[config.mk]
export PLATFORM = sky130hd
export DESIGN_NAME = seq_divider
export DESIGN_NICKNAME = d
export VERILOG_FILES = /design/src/rtl/seq_divider.sv
export SDC_FILE = /design/constraint.sdc
export NUM_CORES = 1
export LEC_CHECK = 0
export ABC_AREA = 1
export ABC_CLOCK_PERIOD_IN_PS = 2000
export CAP_MARGIN = 20
export CORE_ASPECT_RATIO = 1.2
export CORE_MARGIN = 2
export CORE_UTILIZATION = 50
export CTS_CLUSTER_SIZE = 10
export DETAILED_ROUTE_END_ITERATION = 6
export PLACE_DENSITY_LB_ADDON = 0.05
export REMOVE_ABC_BUFFERS = 1
export SYNTH_ARGS = -nofsm -noshare
export SYNTH_HDL_FRONTEND = slang
export SYNTH_SLANG_ARGS = --single-unit
[constraint.sdc]
create_clock -name clk -period 2 [get_ports clk]
set_input_delay 0.3 -clock clk [delete_from_list [all_inputs] [get_ports clk]]
set_output_delay 0.3 -clock clk [all_outputs]
set_load 0.005 [all_outputs]
[src/rtl/seq_divider.sv]
// Iterative restoring divider producing one quotient bit per clock.
// A valid/ready handshake is used on both sides. An optional per-transaction
// two's-complement mode divides magnitudes and fixes up the signs at the end.
// Division by zero retires early with an all-ones quotient and the dividend
// as the remainder.
module seq_divider #(
  parameter int WIDTH     = 8,
  parameter bit SIGNED_EN = 1'b1
) (
  input  logic             clk,
  input  logic             rst_n,
  input  logic             in_valid,
  output logic             in_ready,
  input  logic             in_signed,
  input  logic [WIDTH-1:0] dividend,
  input  logic [WIDTH-1:0] divisor,
  output logic             out_valid,
  input  logic             out_ready,
  output logic [WIDTH-1:0] quotient,
  output logic [WIDTH-1:0] remainder,
  output logic             div_by_zero,
  output logic             busy
);

  localparam int CW = $clog2(WIDTH);

  typedef enum logic [1:0] {IDLE, CALC, DONE} state_t;

  state_t           state_reg, state_next;
  logic [CW-1:0]    cnt_reg;
  logic [WIDTH-1:0] rem_reg, quo_reg, dvs_reg;
  logic             neg_q_reg, neg_r_reg;
  logic [WIDTH-1:0] quotient_reg, remainder_reg;
  logic             dbz_reg, out_valid_reg;

  // Operand conditioning at the accept edge.
  logic             accept, sgn, neg_dvd, neg_dvs, dvs_zero;
  logic [WIDTH-1:0] mag_dvd, mag_dvs;

  assign accept   = (state_reg == IDLE) && in_valid;
  assign sgn      = in_signed & SIGNED_EN;
  assign neg_dvd  = sgn & dividend[WIDTH-1];
  assign neg_dvs  = sgn & divisor[WIDTH-1];
  // The most-negative value negates to itself, which read as unsigned is
  // exactly its magnitude 2^(WIDTH-1).
  assign mag_dvd  = neg_dvd ? -dividend : dividend;
  assign mag_dvs  = neg_dvs ? -divisor  : divisor;
  assign dvs_zero = (divisor == '0);

  // One restoring step: shift {rem,quo} left, then trial-subtract the divisor.
  // The shifted remainder needs WIDTH+1 bits, and one more bit catches the borrow.
  logic [WIDTH:0]   rem_sh;
  logic [WIDTH+1:0] diff;
  logic             borrow;
  logic [WIDTH-1:0] rem_next, quo_next;

  assign rem_sh   = {rem_reg, quo_reg[WIDTH-1]};
  assign diff     = {1'b0, rem_sh} - {2'b00, dvs_reg};
  assign borrow   = diff[WIDTH+1];
  assign rem_next = borrow ? rem_sh[WIDTH-1:0] : diff[WIDTH-1:0];
  assign quo_next = {quo_reg[WIDTH-2:0], ~borrow};

  // State register.
  always_ff @(posedge clk or negedge rst_n) begin
    if (!rst_n) state_reg <= IDLE;
    else        state_reg <= state_next;
  end

  // Next-state logic.
  always_comb begin
    state_next = state_reg;
    case (state_reg)
      IDLE: if (in_valid) state_next = dvs_zero ? DONE : CALC;
      CALC: if (cnt_reg == '0) state_next = DONE;
      DONE: if (out_valid_reg && out_ready) state_next = IDLE;
      default: state_next = IDLE;
    endcase
  end

  // Datapath: latch operands, iterate, and load the registered results.
  // A divide-by-zero enters DONE with out_valid still low. Its result loads
  // on the following edge, so it appears one cycle after the accept edge.
  always_ff @(posedge clk or negedge rst_n) begin
    if (!rst_n) begin
      cnt_reg       <= '0;
      rem_reg       <= '0;
      quo_reg       <= '0;
      dvs_reg       <= '0;
      neg_q_reg     <= 1'b0;
      neg_r_reg     <= 1'b0;
      quotient_reg  <= '0;
      remainder_reg <= '0;
      dbz_reg       <= 1'b0;
      out_valid_reg <= 1'b0;
    end else begin
      case (state_reg)
        IDLE: begin
          if (accept) begin
            // A zero divisor keeps the raw dividend as the future remainder.
            rem_reg   <= dvs_zero ? dividend : '0;
            quo_reg   <= mag_dvd;
            dvs_reg   <= mag_dvs;
            cnt_reg   <= CW'(WIDTH - 1);
            neg_q_reg <= neg_dvd ^ neg_dvs;
            neg_r_reg <= neg_dvd;
          end
        end
        CALC: begin
          rem_reg <= rem_next;
          quo_reg <= quo_next;
          cnt_reg <= cnt_reg - 1'b1;
          if (cnt_reg == '0) begin
            quotient_reg  <= neg_q_reg ? -quo_next : quo_next;
            remainder_reg <= neg_r_reg ? -rem_next : rem_next;
            dbz_reg       <= 1'b0;
            out_valid_reg <= 1'b1;
          end
        end
        DONE: begin
          if (!out_valid_reg) begin
            quotient_reg  <= '1;
            remainder_reg <= rem_reg;
            dbz_reg       <= 1'b1;
            out_valid_reg <= 1'b1;
          end else if (out_ready) begin
            out_valid_reg <= 1'b0;
          end
        end
        default: ;
      endcase
    end
  end

  assign in_ready    = (state_reg == IDLE);
  assign busy        = (state_reg != IDLE);
  assign out_valid   = out_valid_reg;
  assign quotient    = quotient_reg;
  assign remainder   = remainder_reg;
  assign div_by_zero = dbz_reg;

endmodule
==> results of run 1 <==
## stage by stage
stage                     cell area (um^2)  power, W  TNS [ns]
after detailed placement              4040   0.00740     -3.80
after floorplan                       3140   0.00501     -1.58
after CTS                             4410   0.00888    -0.885
final                                 4590   0.00972     -1.40
after global placement                4040   0.00729     -3.10
after global routing                  4590    0.0105     -3.07
## logic make-up after synthesis
| kind of cell | Yosys count |
|---|---|
| AO/OA/AOI/OAI | 87 |
| XOR/XNOR | 14 |
| adder cells (fa/ha/maj) | 14 |
| flip-flops | 49 |
| AND/OR/NAND/NOR | 171 |
| buffers and inverters | 82 |
## power groups by stage
stage	Combinational (W)	Sequential, W	Clock, W
global route	0.00790	0.00190	0.000657
detailed placement	0.00559	0.00180	0
global placement	0.00550	0.00179	0
finish	0.00727	0.00183	0.000610
floorplan	0.00327	0.00174	0
CTS	0.00644	0.00181	0.000620
## routing by layer
layer | GRT usage (%) | part of all wire (%) | vias to the layer above
met2 | 45.0 | 49 | 106
met4 | 9.70 | 3.2 | 0
met1 | 37.2 | 44 | 1577
met5 | 0 | 0 | -
li1 | - | - | 1594
met3 | 3.48 | 4.4 | 23
## worst register-to-register path, cell delays in order, from the launching register on
cell and delay [ns]:
dfrtp_1 0.40, inv_2 0.08, ha_4 0.22, nand2_2 0.06
nand2_2 0.07, a21oi_4 0.21, nand3_2 0.21, nand3_1 0.17
nand2_1 0.12, inv_2 0.12, nand2_1 0.08, nand2_1 0.09
nand2_1 0.07, nand2_1 0.05, nand3_1 0.06, nand2_1 0.06
nand2_1 0.05
## path summary, 6_finish.rpt
path	depth (start not counted)	to	slack (ns)
min in group asynchronous	2	remainder[0]	0.53
setup reg to reg	16	remainder[7]	-0.22
hold / removal	2	div_by_zero	0.48
setup / recovery	16	remainder[7]	-0.22
max in group asynchronous	3	rem_reg[0]	0.90
hold reg to reg	2	div_by_zero	0.48
## layout make-up
cell class	count	area share [%]
Clock buffer	6	1.58
Clock inverter	2	0.300
Inverter	73	6.03
Multi-Input combinational cell	287	42.4
Sequential cell	49	26.8
Tap cell	82	2.24
Timing Repair Buffer	110	20.7
## repair_timing
action | 4_1_cts | 5_1_grt
hold buffers | 1 | 0
gates cloned | 1 | 0
buffers inserted | 10 | 6
endpoints found under the setup margin | 18 | 24
endpoints found under the hold margin | 16 | 0
pin swaps | 23 | 20
resized for setup | 44 | 34
## placed cells by master, fill, tap and decap left out, types with 14 or more instances in the layout
master,Yosys,final
nand2_1,96,85
nor2_1,21,19
dfrtp_1,49,47
o21ai_0,30,22
nand3_1,19,17
clkdlybuf4s50_1,0,39
inv_1,68,60
a21oi_1,18,14
buf_4,0,64
nand2_2,13,16
==> reports/results.md, run 1 <==
• **outcome** finished, violations left
• **violations in the final reports** negative setup slack
• **area of the multi-input gates** 1940 um^2
• **class of the most critical setup path** flip-flop to flip-flop
• **minimum setup slack after placement** -0.292 ns
• **slew at the pin closest to its max-slew limit** 0.590 ns
• **Core Box Area** 6090 um^2
• **average cell area after synthesis** 7.62 um^2
• **y dimension of the die** 91.4 um
• **Die W** 76.8 um
• **internal power summed over all cells** 0.00513 W
• **detail-routed via count per cell** 5.42
• **weighted congestion at the end of routability-driven global placement** 0.979
• **First-pass DRT Iterations** 5
• **Syn. warnings** 0
• **first-pass GRT wire length** 15300 um
• **clock buffer depth** 2
• **number of cells produced by synthesis** 417
• **Worst Slack Setup Final** -0.222 ns
• **power density of the placed cells** 2120 nW/um^2
• **RR Startpoint** dvs_reg[6]
• **count of flip-flops with a built-in enable after synthesis** 0
• **skew final** 0.00856 ns
• **CTS root buf** clkbuf_8
• **launching instance or port of the critical path** dvs_reg[6]
• **CP top delay family** simple AND/OR/NAND/NOR gates
• **Async S/R FF share, synth** 100%
• **drc violations** 0
• **min-delay worst type** flip-flop to flip-flop
• **arithmetic-cell share of the synthesized area counting full adders, half adders and majority gates** 5.75%
• **switch share** 47.2%
• **number of buffers inserted by port buffering** 40
• **Syn-to-layout area delta** 44.4%
• **Logic pwr share** 74.9%
• **average routed wire per standard cell** 15.3 um
• **Post-DRT Antenna Nets** 0
• **sequential share of the synthesized area** 38.6%
• **core utilization of the finished layout** 75.4%
• **register bit total from synthesis** 49
• **simple-gate share of the synthesized area** 24.5%
• **top cell type's share of synthesized area** 38.6%
• **Min-Delay Startpoint** div_by_zero
• **list of most frequent post-synthesis cells** nand2_1 (96), inv_1 (68), dfrtp_1 (49)
• **sum of routed wire length over all layers** 9310 um
• **Cell Rows** 31
• **number of fill cells** 501
• **drt initial violations** 224
• **initial antenna violation count** 0
• **non-filler instance count after layout** 609
• **WP data arrival** 2.43 ns
• **max_slew headroom** 60.7%
• **clock tree from TritonCTS** yes
• **clk sink count** 49
• **minimum clock period** 2.22 ns
• **highest ir drop seen on vdd** 0.987 mV
• **Max Freq** 450 MHz
• **main combinational cell family by area after synthesis** simple AND/OR/NAND/NOR gates
• **via count** 3300
• **# nets final** 561
• **starting density of the core** 52.2%
• **number of I/O pins** 41
• **Flop pwr share** 18.9%
• **Net Sw Power** 0.00459 W
• **clock network fraction of total power** 6.3%
• **Max Slew Vio Count** 0
• **maximum net fanout on the critical path** 5
• **worst slack on hold paths** 0.478 ns
• **die outline area** 7020 um^2
• **placed insts** 583
• **multiplexer area fraction after synthesis** 0%
• **clock transition time at the flip-flop clock pins of the worst setup and hold paths** 0.10 ns
• **Clock Latency Late Sink** 0.31 ns
• **cell type with the highest aggregate area in the netlist** dfrtp_1
• **cell at the slowest stage of the critical path** dfrtp_1
• **fraction of layout cells with a size suffix above 1** 29.2%
• **depth of the CTS H-tree** 2
• **Max Cap Violations** 0
• **leading cell types by total area after synthesis** dfrtp_1 (39%), nand2_1 (11%), inv_1 (8.0%)
• **critical path cell sequence** inv_2 -> ha_4 -> nand2_2 -> nand2_2 -> a21oi_4 -> nand3_2 -> nand3_1 -> nand2_1 -> inv_2 -> nand2_1 -> nand2_1 -> nand2_1 -> nand2_1 -> nand3_1 -> nand2_1 -> nand2_1
• **maximum number of pins on one net before global-route repair** 28
• **Hold Vio Cnt, Final** 0
• **HPWL after detailed placement** 6600 um
• **Main synth FF type** dfrtp_1
• **distinct cell type count after synthesis** 43
• **xor and xnor area share after synthesis** 3.86%
• **number of global-route vias before repair** 3175
• **footprint of the flip-flops and latches** 1230 um^2
• **Most common cell on crit path** nand2_1
• **Compound-Gate Fraction of Synth Area** 17.4%
• **delay of the slowest cell on the worst path** 0.40 ns
• **global routing usage summed across all routing layers** 27.4%
• **# setup viols final** 15
• **period utilization** 111%
• **total clock buffers created by CTS** 5
• **Worst Path Required** 2.21 ns
• **RSZ-0062 raised after global routing** true
• **Worst Path Buf+Inv** 2
• **endpoint type of the worst setup path** flip-flop
• **dominant cell by count in the synthesized netlist** nand2_1
• **total overflow reported by the global router** 0
• **leakage** 2.22 nW
• **antenna cells** 0
• **cell area after synthesis** 3180 um^2
• **crit path launch type** flip-flop
Power figures use the tool's default switching activity.
==> run 2: changes to the inputs <==
- ABC_CLOCK_PERIOD_IN_PS: 2000 -> 2500
- CORE_UTILIZATION: 50 -> 56
- clock period: 2 -> 2.5 ns (I/O delays scaled with it)
==> run 2 against run 1 <==
Highest routed layer unchanged. Count of clock-buffer cells in the layout up 1. Global-route usage down 0.33 points. Critical path type unchanged. Flip-flop and latch count unchanged. Worst hold slack better by 0.0021 ns. Final area down 15%. Sequential power down 21%. Power down 37%. The flow now finishes without violations. Clock power down 13%. Largest cell class unchanged. Via count down 10%.
==> reports/results.md, run 2 (same netlist as run 1, synthesis figures left out) <==
• **drc violations** 0, unchanged
• **sum of routed wire length over all layers** 7920 um, was 9310 um
• **drt initial violations** 162, was 224
• **First-pass DRT Iterations** 4, was 5
• **# setup viols final** 0, was 15
• **launching instance or port of the critical path** rem_reg[5], was dvs_reg[6]
• **Post-DRT Antenna Nets** 0, unchanged
• **die outline area** 6300 um^2, was 7020 um^2
• **leakage** 1.93 nW, was 2.22 nW
• **outcome** completed, was finished, violations left
• **Max Slew Vio Count** 0, unchanged
• **global routing usage summed across all routing layers** 27.1%, was 27.4%
• **slew at the pin closest to its max-slew limit** 0.420 ns, was 0.590 ns
• **CTS root buf** clkbuf_8, unchanged
• **via count** 2960, was 3300
• **Worst R2R Setup Slack** 0.20 ns, was -0.22 ns
• **Worst Path Required** 2.71 ns, was 2.21 ns
• **Die W** 72.8 um, was 76.8 um
• **average routed wire per standard cell** 14.7 um, was 15.3 um
• **worst hold path stage count** 2, unchanged
• **maximum number of pins on one net before global-route repair** 22, was 28
• **clock buffer depth** 2, unchanged
• **detail-routed via count per cell** 5.48, was 5.42
• **minimum clock period** 2.30 ns, was 2.22 ns
• **antenna cells** 0, unchanged
• **fraction of layout cells with a size suffix above 1** 13.7%, was 29.2%
• **period utilization** 92.0%, was 111%
• **highest ir drop seen on vdd** 0.567 mV, was 0.987 mV
• **min-delay worst type** flip-flop to flip-flop, unchanged
• **Core Box Area** 5560 um^2, was 6090 um^2
• **skew final** 0.00506 ns, was 0.00856 ns
• **total clock buffers created by CTS** 5, unchanged
• **crit path launch type** flip-flop, unchanged
• **y dimension of the die** 86.5 um, was 91.4 um
• **max_slew headroom** 72.0%, was 60.7%
• **Tot Pwr** 0.00612 W, was 0.00972 W
• **number of global-route vias before repair** 2797, was 3175
• **endpoint type of the worst setup path** flip-flop, unchanged
• **starting density of the core** 57.2%, was 52.2%
• **Hold Vio Cnt, Final** 0, unchanged
• **number of I/O pins** 41, unchanged
• **number of buffers inserted by port buffering** 40, unchanged
• **Max Freq** 435 MHz, was 450 MHz
• **commonest non-fill, non-tap cell in the layout** nand2_1, unchanged
• **maximum net fanout on the critical path** 7, was 5
• **weighted congestion at the end of routability-driven global placement** 0.886, was 0.979
• **Cell Rows** 30, was 31
• **total overflow reported by the global router** 0, unchanged
• **power density of the placed cells** 1560 nW/um^2, was 2120 nW/um^2
• **RR Startpoint** rem_reg[5], was dvs_reg[6]
• **Max Cap Violations** 0, unchanged
• **worst reg2reg path endpoint** remainder[7], unchanged
• **depth of the CTS H-tree** 2, unchanged
• **# nets final** 510, was 561
• **WP data arrival** 2.51 ns, was 2.43 ns
• **clock transition time at the flip-flop clock pins of the worst setup and hold paths** 0.09 ns, was 0.10 ns
• **Syn-to-layout area delta** 23.3%, was 44.4%
• **HPWL after detailed placement** 6230 um, was 6600 um
• **worst slack on hold paths** 0.480 ns, was 0.478 ns
• **commonest cells after routing, fill and taps aside** nand2_1 (96), inv_1 (67), dfrtp_1 (49), clkdlybuf4s50_1 (39), o21ai_0 (30), was nand2_1 (85), buf_4 (64), inv_1 (60), dfrtp_1 (47), clkdlybuf4s50_1 (39)
• **Clock Latency Late Sink** 0.31 ns, about the same
• **capturing instance or port of the critical path** remainder[7], unchanged
• **class of the most critical setup path** flip-flop to flip-flop, unchanged
• **clk sink count** 49, unchanged
• **worst reg2reg path depth** 16, unchanged
• **initial antenna violation count** 0, unchanged
• **first-pass GRT wire length** 13200 um, was 15300 um
• **clock tree from TritonCTS** yes, unchanged
run 2: cell types whose count changed in the layout (fill, tap and decap cells not counted), moves of 3 or more:
cell and delta:
nand2_4 -7, inv_2 -6, buf_6 -4, o221ai_2 -3, nand2_1 +11, inv_1 +7
o221ai_1 +3, buf_4 -46, o21ai_1 -6, ha_4 -7, o21ai_0 +8, nand2_2 -4
ha_1 +6
run 2: layer usage:
metal | wire, um | GRT usage [%]
met5 | 0 | 0
met1 | 3530 | 38.6
met3 | 490 | 3.26
met4 | 175 | 8.59
met2 | 3720 | 43.1
run 2: what timing repair did:
action                                  in CTS  in global routing
endpoints found under the hold margin       15                  0
setup buffers                                0                  7
gates resized for setup                      0                  9
hold buffers                                 1                  0
endpoints found under the setup margin       0                  8
run 2: power by group:
| group | internal, W | leakage, nW | total, W | switching (W) |
|---|---|---|---|---|
| combinational | 0.00175 | 1.30 | 0.00416 | 0.00241 |
| sequential | 0.00116 | 0.576 | 0.00144 | 0.000275 |
| clock | 0.000256 | 0.0549 | 0.000531 | 0.000275 |
run 2: worst max-delay path: stages (launching register included):
cell and delay, ns:
dfrtp_1 0.42, ha_1 0.34, nand2_1 0.07, nand2_1 0.11
a21oi_4 0.23, nand3_4 0.14, buf_4 0.16, nand2_2 0.05
o21ai_2 0.07, nor2_2 0.16, nand2_2 0.08, nand2_2 0.07
nand2_1 0.05, nand2_1 0.05, nand3_1 0.06, nand2_1 0.07
nand2_1 0.04
run 2: per-stage QoR:
stage | area (um^2) | utilization (%) | setup TNS, ns | setup WS (ns) | cells
finish | 3920 | 70.6 | 0 | 0.201 | 540
CTS | 3810 | 68.6 | 0 | 0.0623 | 532
global placement | 3690 | 66.5 | 0 | 0.142 | 523
detailed placement | 3690 | 66.5 | 0 | 0.0793 | 523
floorplan | 3140 | - | 0 | 0.320 | 408
global route | 3920 | 70.6 | -0.00545 | -0.00545 | 540
run 2: worst min path at each step:
stage | from | endpoint
finish | div_by_zero | div_by_zero
floorplan | rst_n | cnt_reg[0]
global route | div_by_zero | div_by_zero
CTS | div_by_zero | div_by_zero
detailed placement | rst_n | rem_reg[0]
global placement | rst_n | remainder[1]
run 2: cell type report:
type                            instances  area, um^2
Inverter                               73         274
Timing Repair Buffer                   59         541
Fill cell                             509        1630
Sequential cell                        49        1230
Clock inverter                          1        8.76
Tap cell                               64        80.1
Multi-Input combinational cell        287        1700
Clock buffer                            7        96.3
